===== src/rtl/access_lock_ctrl.sv =====
`default_nettype none
// ============================================================================
//  Module      : access_lock_ctrl
//  Description : Attempt arbiter behind the password checker. A successful
//                attempt opens the door for a fixed time. Repeated failures
//                trigger a timed lockout with a one-cycle alarm pulse. Key
//                entry is gated off while the door is open or locked out.
//  Revision    : 1.0 - initial release
// ============================================================================
module access_lock_ctrl #(
  parameter int unsigned MAX_FAILS      = 3,
  parameter int unsigned UNLOCK_CYCLES  = 50,
  parameter int unsigned LOCKOUT_CYCLES = 200,
  parameter int unsigned CNT_W          = 16,
  parameter int unsigned FAIL_W         = 4
) (
  input  logic              clock,
  input  logic              reset,
  input  logic              pass_ok,
  input  logic              attempt_end,
  output logic              unlock,
  output logic              locked_out,
  output logic              alarm,
  output logic              input_allow,
  output logic [FAIL_W-1:0] fail_count
);

  localparam logic [1:0] S_IDLE     = 2'd0;
  localparam logic [1:0] S_UNLOCKED = 2'd1;
  localparam logic [1:0] S_LOCKOUT  = 2'd2;

  // Timer loads are one less than the width because the exit happens on the
  // edge where the timer already reads zero.
  localparam logic [CNT_W-1:0]  c_unlock_load  = CNT_W'(UNLOCK_CYCLES - 1);
  localparam logic [CNT_W-1:0]  c_lockout_load = CNT_W'(LOCKOUT_CYCLES - 1);
  localparam logic [FAIL_W-1:0] c_max_fails    = FAIL_W'(MAX_FAILS);
  localparam logic [CNT_W-1:0]  c_timer_one    = {{(CNT_W-1){1'b0}}, 1'b1};
  localparam logic [FAIL_W:0]   c_fail_one     = {{FAIL_W{1'b0}}, 1'b1};

  logic [1:0]        r_state;
  logic [CNT_W-1:0]  r_timer;
  logic              r_ok_seen;
  logic [FAIL_W-1:0] r_fail_count;
  logic              r_alarm;

  logic [1:0]        w_state_nxt;
  logic [CNT_W-1:0]  w_timer_nxt;
  logic              w_ok_seen_nxt;
  logic [FAIL_W-1:0] w_fail_count_nxt;
  logic              w_alarm_nxt;
  logic [FAIL_W:0]   w_fail_inc;
  logic              w_success;
  logic              w_timer_zero;

  // One extra bit so the increment can never wrap before the compare.
  assign w_fail_inc   = {1'b0, r_fail_count} + c_fail_one;
  // A pass_ok arriving in the same cycle as attempt_end still counts.
  assign w_success    = r_ok_seen | pass_ok;
  assign w_timer_zero = (r_timer == '0);

  // Next-state, timer, failure counter and alarm decision.
  always_comb begin
    w_state_nxt      = r_state;
    w_timer_nxt      = r_timer;
    w_ok_seen_nxt    = r_ok_seen;
    w_fail_count_nxt = r_fail_count;
    w_alarm_nxt      = 1'b0;
    case (r_state)
      S_IDLE: begin
        if (attempt_end) begin
          w_ok_seen_nxt = 1'b0;
          if (w_success) begin
            w_state_nxt      = S_UNLOCKED;
            w_timer_nxt      = c_unlock_load;
            w_fail_count_nxt = '0;
          end else if (w_fail_inc >= {1'b0, c_max_fails}) begin
            w_state_nxt      = S_LOCKOUT;
            w_timer_nxt      = c_lockout_load;
            w_fail_count_nxt = c_max_fails;
            w_alarm_nxt      = 1'b1;
          end else begin
            w_fail_count_nxt = w_fail_inc[FAIL_W-1:0];
          end
        end else if (pass_ok) begin
          w_ok_seen_nxt = 1'b1;
        end
      end
      S_UNLOCKED: begin
        // Inputs are ignored and no recognition carries over into IDLE.
        w_ok_seen_nxt = 1'b0;
        if (w_timer_zero) begin
          w_state_nxt = S_IDLE;
        end else begin
          w_timer_nxt = r_timer - c_timer_one;
        end
      end
      S_LOCKOUT: begin
        w_ok_seen_nxt = 1'b0;
        if (w_timer_zero) begin
          w_state_nxt      = S_IDLE;
          w_fail_count_nxt = '0;
        end else begin
          w_timer_nxt = r_timer - c_timer_one;
        end
      end
      default: begin
        w_state_nxt      = S_IDLE;
        w_timer_nxt      = '0;
        w_ok_seen_nxt    = 1'b0;
        w_fail_count_nxt = '0;
      end
    endcase
  end

  // State registers with asynchronous abort back to IDLE.
  always_ff @(posedge clock or negedge reset) begin
    if (!reset) begin
      r_state      <= S_IDLE;
      r_timer      <= '0;
      r_ok_seen    <= 1'b0;
      r_fail_count <= '0;
      r_alarm      <= 1'b0;
    end else begin
      r_state      <= w_state_nxt;
      r_timer      <= w_timer_nxt;
      r_ok_seen    <= w_ok_seen_nxt;
      r_fail_count <= w_fail_count_nxt;
      r_alarm      <= w_alarm_nxt;
    end
  end

  // Outputs are pure decodes of flops; no input reaches them combinationally.
  assign unlock      = (r_state == S_UNLOCKED);
  assign locked_out  = (r_state == S_LOCKOUT);
  assign input_allow = (r_state == S_IDLE);
  assign alarm       = r_alarm;
  assign fail_count  = r_fail_count;

endmodule
`default_nettype wire

===== config.mk =====
export PLATFORM = sky130hd
export DESIGN_NAME = access_lock_ctrl
export DESIGN_NICKNAME = d
export VERILOG_FILES = /design/src/rtl/access_lock_ctrl.sv
export SDC_FILE = /design/constraint.sdc
export NUM_CORES = 1
export LEC_CHECK = 0
export CAP_MARGIN = 20
export CORE_MARGIN = 3
export CORE_UTILIZATION = 50
export DETAILED_ROUTE_END_ITERATION = 7
export PLACE_DENSITY_LB_ADDON = 0.05
export SLEW_MARGIN = 20
export SYNTH_ARGS = -nofsm -noshare
export SYNTH_HDL_FRONTEND = slang
export SYNTH_SLANG_ARGS = --single-unit

===== constraint.sdc =====
create_clock -name clock -period 3.3 [get_ports clock]
set_clock_uncertainty 0.15 [all_clocks]
set_input_delay 0.66 -clock clock [delete_from_list [all_inputs] [get_ports clock]]
set_output_delay 0.66 -clock clock [all_outputs]
set_load 0.01 [all_outputs]

Word-level counts from Yosys, hierarchy flattened

Cells that the tools add are included.
Widths: inputs -> output; s select.

Register bits: 24
Bits of input ports: 4
Output and inout port bits: 8
Logic and storage cells: 46

$add $sub $neg: 2
$lt $le $gt $ge: 1
Eq/ne operators: 8
Multiplexer cells: 22
Bitwise logic cells: 2
Reductions and logical operators: 6

Operators by type and width:

| cell                  | number |
|---|---|
| $mux 16               | 4 |
| $pmux 16 s2           | 1 |
| $logic_not 16->1      | 1 |
| $mux 4                | 4 |
| $sub 16x1->16 const B | 1 |
| $pmux 4 s3            | 1 |
| $reduce_and 3->1      | 3 |
| $mux 2                | 4 |
| $mux 1                | 7 |
| $add 4x1->5 const B   | 1 |
| $ge 5x2->1 const B    | 1 |
| $ne 2x1->1 const B    | 2 |
| $ne 2x2->1 const B    | 2 |
| $pmux 2 s2            | 1 |
| $ne 3x1->1 const B    | 1 |
| $ne 3x3->1 const B    | 1 |
| $eq 2x1->1 const B    | 1 |
| $eq 2x2->1 const B    | 1 |
| $logic_not 2->1       | 1 |
| $reduce_or 2->1       | 1 |
| $not 1->1             | 1 |
| $or 1x1->1            | 1 |

Depth between registers and ports, before layout

Gate-level depths: netlist of the first run.

Depth in word-level cells: 6
Depth in mapped cells: 9

Worst setup path before layout of the first run

No wires, ideal clock.

Kind: register -> register
Start: register r_state[0]
End: register r_timer[0]
Arrival: 2.275 ns
Data required time: 3.055 ns
Setup slack: 0.779 ns
Stages on the path, launching flop included: 10
Path buffers: 2
Path through: dfrtp_1 > inv_1 > ha_1 > or3b_1 > or4_1 > o2bb2ai_1 > buf_2 > buf_4 > o21ai_0 > o31ai_1

Elaborated cells between the ends (all ways): 9

RTL lines:

| what                                                      | RTL line | RTL |
|---|---|---|
| start: declaration                                        | 40       | `logic [1:0] r_state;` |
| start signal: assignment                                  | 124      | `r_state <= w_state_nxt;` |
| $logic_not 2->1 (*)                                       | --       |  |
| net input_allow                                           | 24       | `output logic input_allow,` |
| $ne 3x1->1 (no source line) or $ne 2x2->1 (tied branches) | --       |  |
| $reduce_and 3->1 (no source line)                         | --       |  |
| end signal: assignment                                    | 125      | `r_timer <= w_timer_nxt;` |
| end: declaration                                          | 41       | `logic [CNT_W-1:0] r_timer;` |

Mark *: on every way through the listed nets, which the timed path passes. The rest lies on a longest branch.
A chain may end at the register's enable or synchronous reset.

Final worst setup path of the first run

Start: register r_state[0]
End: register r_state[0]

Longest elaborated chain between the ends: 4
Elaborated cells between the ends (all ways): 9

RTL lines:

| what                                     | RTL line | RTL |
|---|---|---|
| $eq 2x1->1 or $eq 2x2->1 (tied branches) | 68       | `case (r_state)` |
| $reduce_or 2->1 (no source line)         | --       |  |
| $ne 2x1->1 (no source line)              | --       |  |
| $reduce_and 3->1 (no source line)        | --       |  |

Parallel ways exist; a longest one is shown, timed or not.

==> impl_metrics.env, run 1 <==
export IMPL_status="complete, no violations"
export IMPL_initial_core_util_pct=53.5
export IMPL_p_comb_share_pct=60.6
export IMPL_area_growth_pct=10.4
export IMPL_power_frac_clock_pct=9.6
export IMPL_synthesis_nets=177
export IMPL_post_synth_num_cell_types=37
export IMPL_syn_avg_cell_area_sq_um=9.09
export IMPL_hold_class="register to register"
export IMPL_grt_pass1_wl_microns=5660
export IMPL_cts_sink_count=24
export IMPL_rr_worst_depth=8
export IMPL_final_antenna_net_count=0
export IMPL_r2r_end="r_state[0]$_DFFE_PN0P_"
export IMPL_finalCritPeriodShare_pct=86.7
export IMPL_swShare_pct=47.6
export IMPL_cellPowerDensity_nw_per_um2=976
export IMPL_die_x_microns=60.8
export IMPL_regToRegSetupSlack_ps=440
export IMPL_internal_power_mw=0.848
export IMPL_track_usage_pct=20.4
export IMPL_root_buffer="clkbuf_4"
export IMPL_antennaDiodeCount=0
export IMPL_power_total_mw=1.62
export IMPL_crit_family="simple AND/OR/NAND/NOR gates"
export IMPL_ios=12
export IMPL_critical_path_max_stage_delay_ps=470
export IMPL_clk_latency_ps=310
export IMPL_post_synth_top_area_cell="dfrtp_1"
export IMPL_cellLeakagePower_nw=0.745
export IMPL_path_class="register to register"
export IMPL_synthCells=165
export IMPL_dr_pass1_iters=4
export IMPL_rows=19
export IMPL_vias=1291
export IMPL_critPathCaptureType="register"
export IMPL_tritoncts="built"
export IMPL_final_util_pct=59.1
export IMPL_cts_path_max_buffers=2
export IMPL_synth_warnings=0
export IMPL_crit_fanout=7
export IMPL_whs_ps=343
export IMPL_cts_hold_buffers_added=0
export IMPL_core_area_sq_um=2810
export IMPL_holdPathStages=1
export IMPL_fin_tns_setup_ps=0
export IMPL_synthTopCellsByArea="dfrtp_1 (40%), o31ai_1 (7.5%), ha_1 (6.7%)"
export IMPL_fmax_mhz=350
export IMPL_period_minus_slack_ps=2860
export IMPL_die_h_microns=60.8
export IMPL_synth_seq_area_share_pct=40.0
export IMPL_peakVddDrop_v=0.000489
export IMPL_ys_seq_elements=24
export IMPL_p_switching_mw=0.770
export IMPL_drv_cap=0
export IMPL_fin_nets=189
export IMPL_synth_area_sq_um=1500
export IMPL_crit_path_start_kind="register"
export IMPL_via_per_inst=6.24
export IMPL_power_frac_seq_pct=29.8
export IMPL_hold_violations=0
export IMPL_hold_start="r_timer[15]$_DFFE_PN0P_"
export IMPL_drt_total_wl_microns=3360
export IMPL_r2r_start="r_state[0]$_DFFE_PN0P_"
export IMPL_finalSetupViolCount=0
export IMPL_grt_pass1_vias=1190
export IMPL_cts_resized=0
export IMPL_globalplace_congestion=0.860
export IMPL_cp_slowest_cell="or4_1"
export IMPL_final_max_slew_viol_count=0
export IMPL_yosysTopAreaCellShare_pct=40.0
export IMPL_rsz0062_at_grt="no"
export IMPL_drc=0
export IMPL_htree_levels=1
export IMPL_dpl_hpwl_microns=2450
export IMPL_worst_pin_slew_ps=617
export IMPL_crit_chain="inv_1 > ha_1 > or3b_1 > or4_1 > o2bb2ai_1 > buf_4 > a21o_1 > mux2i_1"
export IMPL_overflow=0
export IMPL_whs_endpoint="r_timer[15]$_DFFE_PN0P_"
export IMPL_crit_required_ps=3380
export IMPL_antenna_found_initial=0
export IMPL_arrival_ps=2940
export IMPL_avgRoutedWirePerCell_microns=16.2
export IMPL_grt_max_degree=25
export IMPL_drive_above_1_share_pct=9.66
export IMPL_drtIter0Drc=123
export IMPL_cts_setup_buffers=0
export IMPL_cp_buffers_inverters=2
export IMPL_cts_buffers=3
export IMPL_clk_pin_slew_ps=130
export IMPL_die_area_sq_um=3690
export IMPL_io_buffers=11
export IMPL_max_slew_margin_pct=58.5
==> power groups by stage <==
stage	Sequential (mW)	Combinational [mW]	Clock, mW
after floorplan	0.466	0.762	0
after global placement	0.481	0.954	0
after detailed placement	0.488	0.970	0
after CTS	0.480	0.980	0.163
after global routing	0.498	1.09	0.174
final	0.482	0.981	0.155
==> Yosys cell counts <==
library cell   n
dfrtp_1       24
nor2_1        21
o31ai_1       15
a21oi_1       13
inv_1         11
o21ai_0        9
ha_1           8
nand2_1        7
nor3_1         6
or3_1          5
a31oi_1        4
buf_6          3
nand3_1        3
or4_1          3
buf_2          2
clkbuf_1       2
mux2i_1        2
nor2b_1        2
nor3b_1        2
o21ai_1        2
o22ai_2        2
o41a_1         2
o41ai_1        2
or4_4          2
a211oi_1       1
a21o_1         1
a221oi_2       1
and2_1         1
buf_4          1
nand2b_1       1
nor2_4         1
nor4_1         1
o2bb2ai_1      1
or2_2          1
or3b_1         1
or3b_2         1
or4b_2         1
==> layout by cell type, fill, tap and decap left out, drive strengths merged, types with 3 or more instances in the layout <==
cell type | Yosys | routed
a21oi | 13 | 13
a31oi | 4 | 4
buf | 6 | 4
clkbuf | 2 | 4
clkdlybuf4s50 | 0 | 11
dfrtp | 24 | 24
ha | 8 | 8
inv | 11 | 11
nand2 | 7 | 7
nand3 | 3 | 3
nor2 | 22 | 22
nor3 | 6 | 6
o21ai | 11 | 11
o31ai | 15 | 15
or3 | 5 | 5
or4 | 5 | 5
==> worst max-delay path by stage <==
stage | from | endpoint | depth (start not counted)
3_5_place_dp | pass_ok | r_state[0]$_DFFE_PN0P_ | 7
6_report | r_state[0]$_DFFE_PN0P_ | r_state[0]$_DFFE_PN0P_ | 8
5_1_grt | r_state[0]$_DFFE_PN0P_ | r_state[0]$_DFFE_PN0P_ | 8
3_3_place_gp | pass_ok | r_state[1]$_DFFE_PN0P_ | 7
4_1_cts | r_state[0]$_DFFE_PN0P_ | r_state[0]$_DFFE_PN0P_ | 8
2_1_floorplan | r_state[0]$_DFFE_PN0P_ | r_timer[0]$_DFFE_PN0P_ | 9
==> cell type report <==
class / instances / area [sq um]
sequential: 24 / 601
multi-input combinational: 122 / 800
clock buffer: 4 / 36.3
inverter: 11 / 41.3
fill: 265 / 1150
timing repair buffer: 15 / 140
tap: 31 / 38.8
==> cell families (layout without fill, tap and decap cells) <==
kind of cell / Yosys count / in the layout / synth area share, %
buffers and inverters: 19 / 30 / 6.67
DFF: 24 / 24 / 40.0
adders and majority gates: 8 / 8 / 6.67
and+or+nand+nor: 59 / 59 / 21.2
muxes: 2 / 2 / 1.33
AOI/OAI and AO/OA: 53 / 53 / 24.1
==> stage by stage <==
stage / cells / worst slack [ps] / cell area, sq um
floorplan: 165 / 779 / 1500
global placement: 203 / 287 / 1620
detailed placement: 203 / 205 / 1620
CTS: 207 / 440 / 1660
global route: 207 / 269 / 1660
finish: 207 / 440 / 1660
==> sequential cells by signal, indices dropped and copies added, names as in the netlist <==
register and count:
r_timer 16, r_state 2, alarm 1, fail_count 4
r_ok_seen 1
==> layer usage <==
layer	share of wire, %	up-vias	global-route usage, %
met3	6.0	5	2.55
li1	-	630	-
met5	0	-	0
met2	44	44	29.9
met1	49	612	30.7
met4	1.0	0	7.12
No activity file was read; power rests on OpenSTA's default activity.
==> inputs of run 2 (changes only) <==
--- a/config.mk
+++ b/config.mk
@@ -5,6 +5,7 @@
 export SDC_FILE = /design/constraint.sdc
 export NUM_CORES = 1
 export LEC_CHECK = 0
+export ABC_CLOCK_PERIOD_IN_PS = 3300
 export CAP_MARGIN = 20
 export CORE_MARGIN = 3
 export CORE_UTILIZATION = 50
==> results of run 2 <==
Final layout, timing and power as in run 1 (identical DEF).
==> RTL change (config.mk and constraints of run 1) <==
Put a register stage on the output `input_allow`, without a reset. The value now appears one clock later. The other outputs are not delayed to match.
--- a/src/rtl/access_lock_ctrl.sv
+++ b/src/rtl/access_lock_ctrl.sv
@@ -132,7 +132,9 @@
   // Outputs are pure decodes of flops; no input reaches them combinationally.
   assign unlock      = (r_state == S_UNLOCKED);
   assign locked_out  = (r_state == S_LOCKOUT);
-  assign input_allow = (r_state == S_IDLE);
+  always_ff @(posedge clock) begin
+    input_allow <= (r_state == S_IDLE);
+  end
   assign alarm       = r_alarm;
   assign fail_count  = r_fail_count;
 
Check against the original RTL: not equivalent (Yosys sat finds a counterexample within 4 cycles, from zero or initial values and one cycle with reset low).
==> RTL change against run 1 <==
  * Highest routed layer unchanged
  * Global-route usage rose by 0.25 points
  * Cell area grew 1.9%
  * Critical path type unchanged
  * Setup slack gained 0.054 ns
  * Synthesized area increased by 0.17%
  * Power rose by 7.3%
  * Sequential cell count increased by 1
  * Core utilization is 1.1 points higher
  * Worst hold slack worse by 0.0018 ns
  * First-iteration DRC count is 4.1% lower
  * Count of clock-buffer cells in the layout stayed put
  * Clock power down 14%
  * Wire length shrank 2.4%
==> RTL change: results (changes against run 1) <==
run status -> finished, final reports clean (unchanged)
Hold Path Depth -> 1 (unchanged)
warning count from the yosys run -> 0 (unchanged)
layout cells sized above 1 -> 0.0843 (was 0.0966)
Worst-Skew Late Latency -> 0.31 ns (about the same)
CP peak stage delay -> 0.53 ns (was 0.47 ns)
Reg-to-Reg End -> r_timer[9]$_DFFE_PN0P_ (was r_state[0]$_DFFE_PN0P_)
CTS HTree Levels -> 1 (unchanged)
Main synth FF type -> dfrtp_1 (unchanged)
sequential share of the synthesized area -> 0.413 (was 0.400)
WL/cell -> 15.7 µm (was 16.2 µm)
initial antenna violation count -> 0 (unchanged)
Distinct cells, synth -> 42 (was 37)
post-CTS sizing -> 0 (unchanged)
WHS Endpoint -> r_timer[10]$_DFFE_PN0P_ (was r_timer[15]$_DFFE_PN0P_)
ANT cells -> 0 (unchanged)
cts bufs inserted -> 3 (unchanged)
initial DRC count -> 118 (was 123)
reg2reg path depth -> 8 (unchanged)
global-route wire length before repair -> 5.73 mm (was 5.66 mm)
vias in the first global route -> 1217 (was 1190)
largest net degree at the start of global routing -> 25 (unchanged)
Root Buffer -> clkbuf_4 (unchanged)
Detailed Route WL -> 3.28 mm (was 3.36 mm)
Buffers on Ports -> 11 (unchanged)
Longest Clk Path Bufs -> 2 (unchanged)
CP max FO -> 21 (was 7)
crit path DAT -> 2.86 ns (was 2.94 ns)
hold_sp -> r_timer[10]$_DFFE_PN0P_ (was r_timer[15]$_DFFE_PN0P_)
Placed Cells -> 205 (was 203)
1st-pass router iterations -> 4 (unchanged)
slowest cell on the critical path -> or3b_2 (was or4_1)
Post-CTS Setup Repair Bufs -> 0 (unchanged)
LEAKAGE -> 0.756 nW (was 0.745 nW)
Hold Crit Class -> flop to flop (unchanged)
worst slew pin tran -> 0.597 ns (was 0.617 ns)
Tot GR Track Use -> 0.206 (was 0.204)
fin nets -> 191 (was 189)
hpwl dp -> 2.41 mm (was 2.45 mm)
Worst setup EP type -> flop (unchanged)
DR vias -> 1294 (was 1291)
flop-to-flop setup slack -> 0.49 ns (was 0.44 ns)
Placement Cell Area -> 1660 µm² (was 1620 µm²)
maximum VDD drop -> 528 µV (was 489 µV)
number of flip-flops in the largest register -> 16 (unchanged)
ys async rst share -> 0.960 (was 1.00)
synth top area cells -> dfrtp_1, ha_1, o21ai_0 (was dfrtp_1, o31ai_1, ha_1)
Post-Syn Nets -> 178 (was 177)
routability congestion estimate -> 0.887 (was 0.860)
syn_area_per_cell -> 9.05 µm² (was 9.09 µm²)
synth cell count leaders -> dfrtp_1, o21ai_0, nor2_1, a21oi_1, nand2_1 (was dfrtp_1, nor2_1, o31ai_1, a21oi_1, inv_1)
crit path from -> r_state[0]$_DFFE_PN0P_ (unchanged)
## RTL change: cell families after synthesis
kind of cell	count (synthesis)	share of synthesized area
mux	3	0.0200
compound gates	54	0.224
simple gates	62	0.237
flops	25	0.413
fa+ha+maj	8	0.0666
buf+inv	14	0.0391
## RTL change: worst max-delay path, delay by kind of cell, from the launching register on
| kind | cells | cell delay (ns) |
|---|---|---|
| DFF | 1 | 0.43 |
| AOI/OAI and AO/OA | 2 | 0.37 |
| and+or+nand+nor | 3 | 1.21 |
| buffers and inverters | 2 | 0.29 |
| adders and majority gates | 1 | 0.23 |
## RTL change: per-stage QoR
| step | setup WS [ns] | hold WS, ns |
|---|---|---|
| floorplan | 0.720 | 0.214 |
| detailed placement | 0.192 | 0.317 |
| global route | 0.312 | 0.378 |
| global placement | 0.237 | 0.314 |
| CTS | 0.484 | 0.336 |
| finish | 0.494 | 0.341 |
## RTL change: final cells by class
class	count	area (µm²)
clock buffer	4	26.3
fill	249	1120
inverter	7	26.3
multi-input combinational	127	823
sequential	25	621
tap	31	38.8
timing repair buffer	15	153
## RTL change: where the power goes
group          leakage [nW]  internal [mW]  switching, mW  total [mW]
Sequential            0.328          0.420          0.122       0.541
Combinational         0.413          0.467          0.594        1.06
Clock                0.0150         0.0472         0.0871       0.134
Total                 0.756          0.934          0.802        1.74
## RTL change: layer usage
layer | routed length [µm] | GRT usage | share of wire | up-vias
met5 | 0 | 0 | 0 | -
met4 | 29 | 0.0743 | 0.0088 | 0
met1 | 1650 | 0.299 | 0.50 | 618
li1 | - | - | - | 640
met2 | 1490 | 0.315 | 0.45 | 32
met3 | 108 | 0.0255 | 0.033 | 4
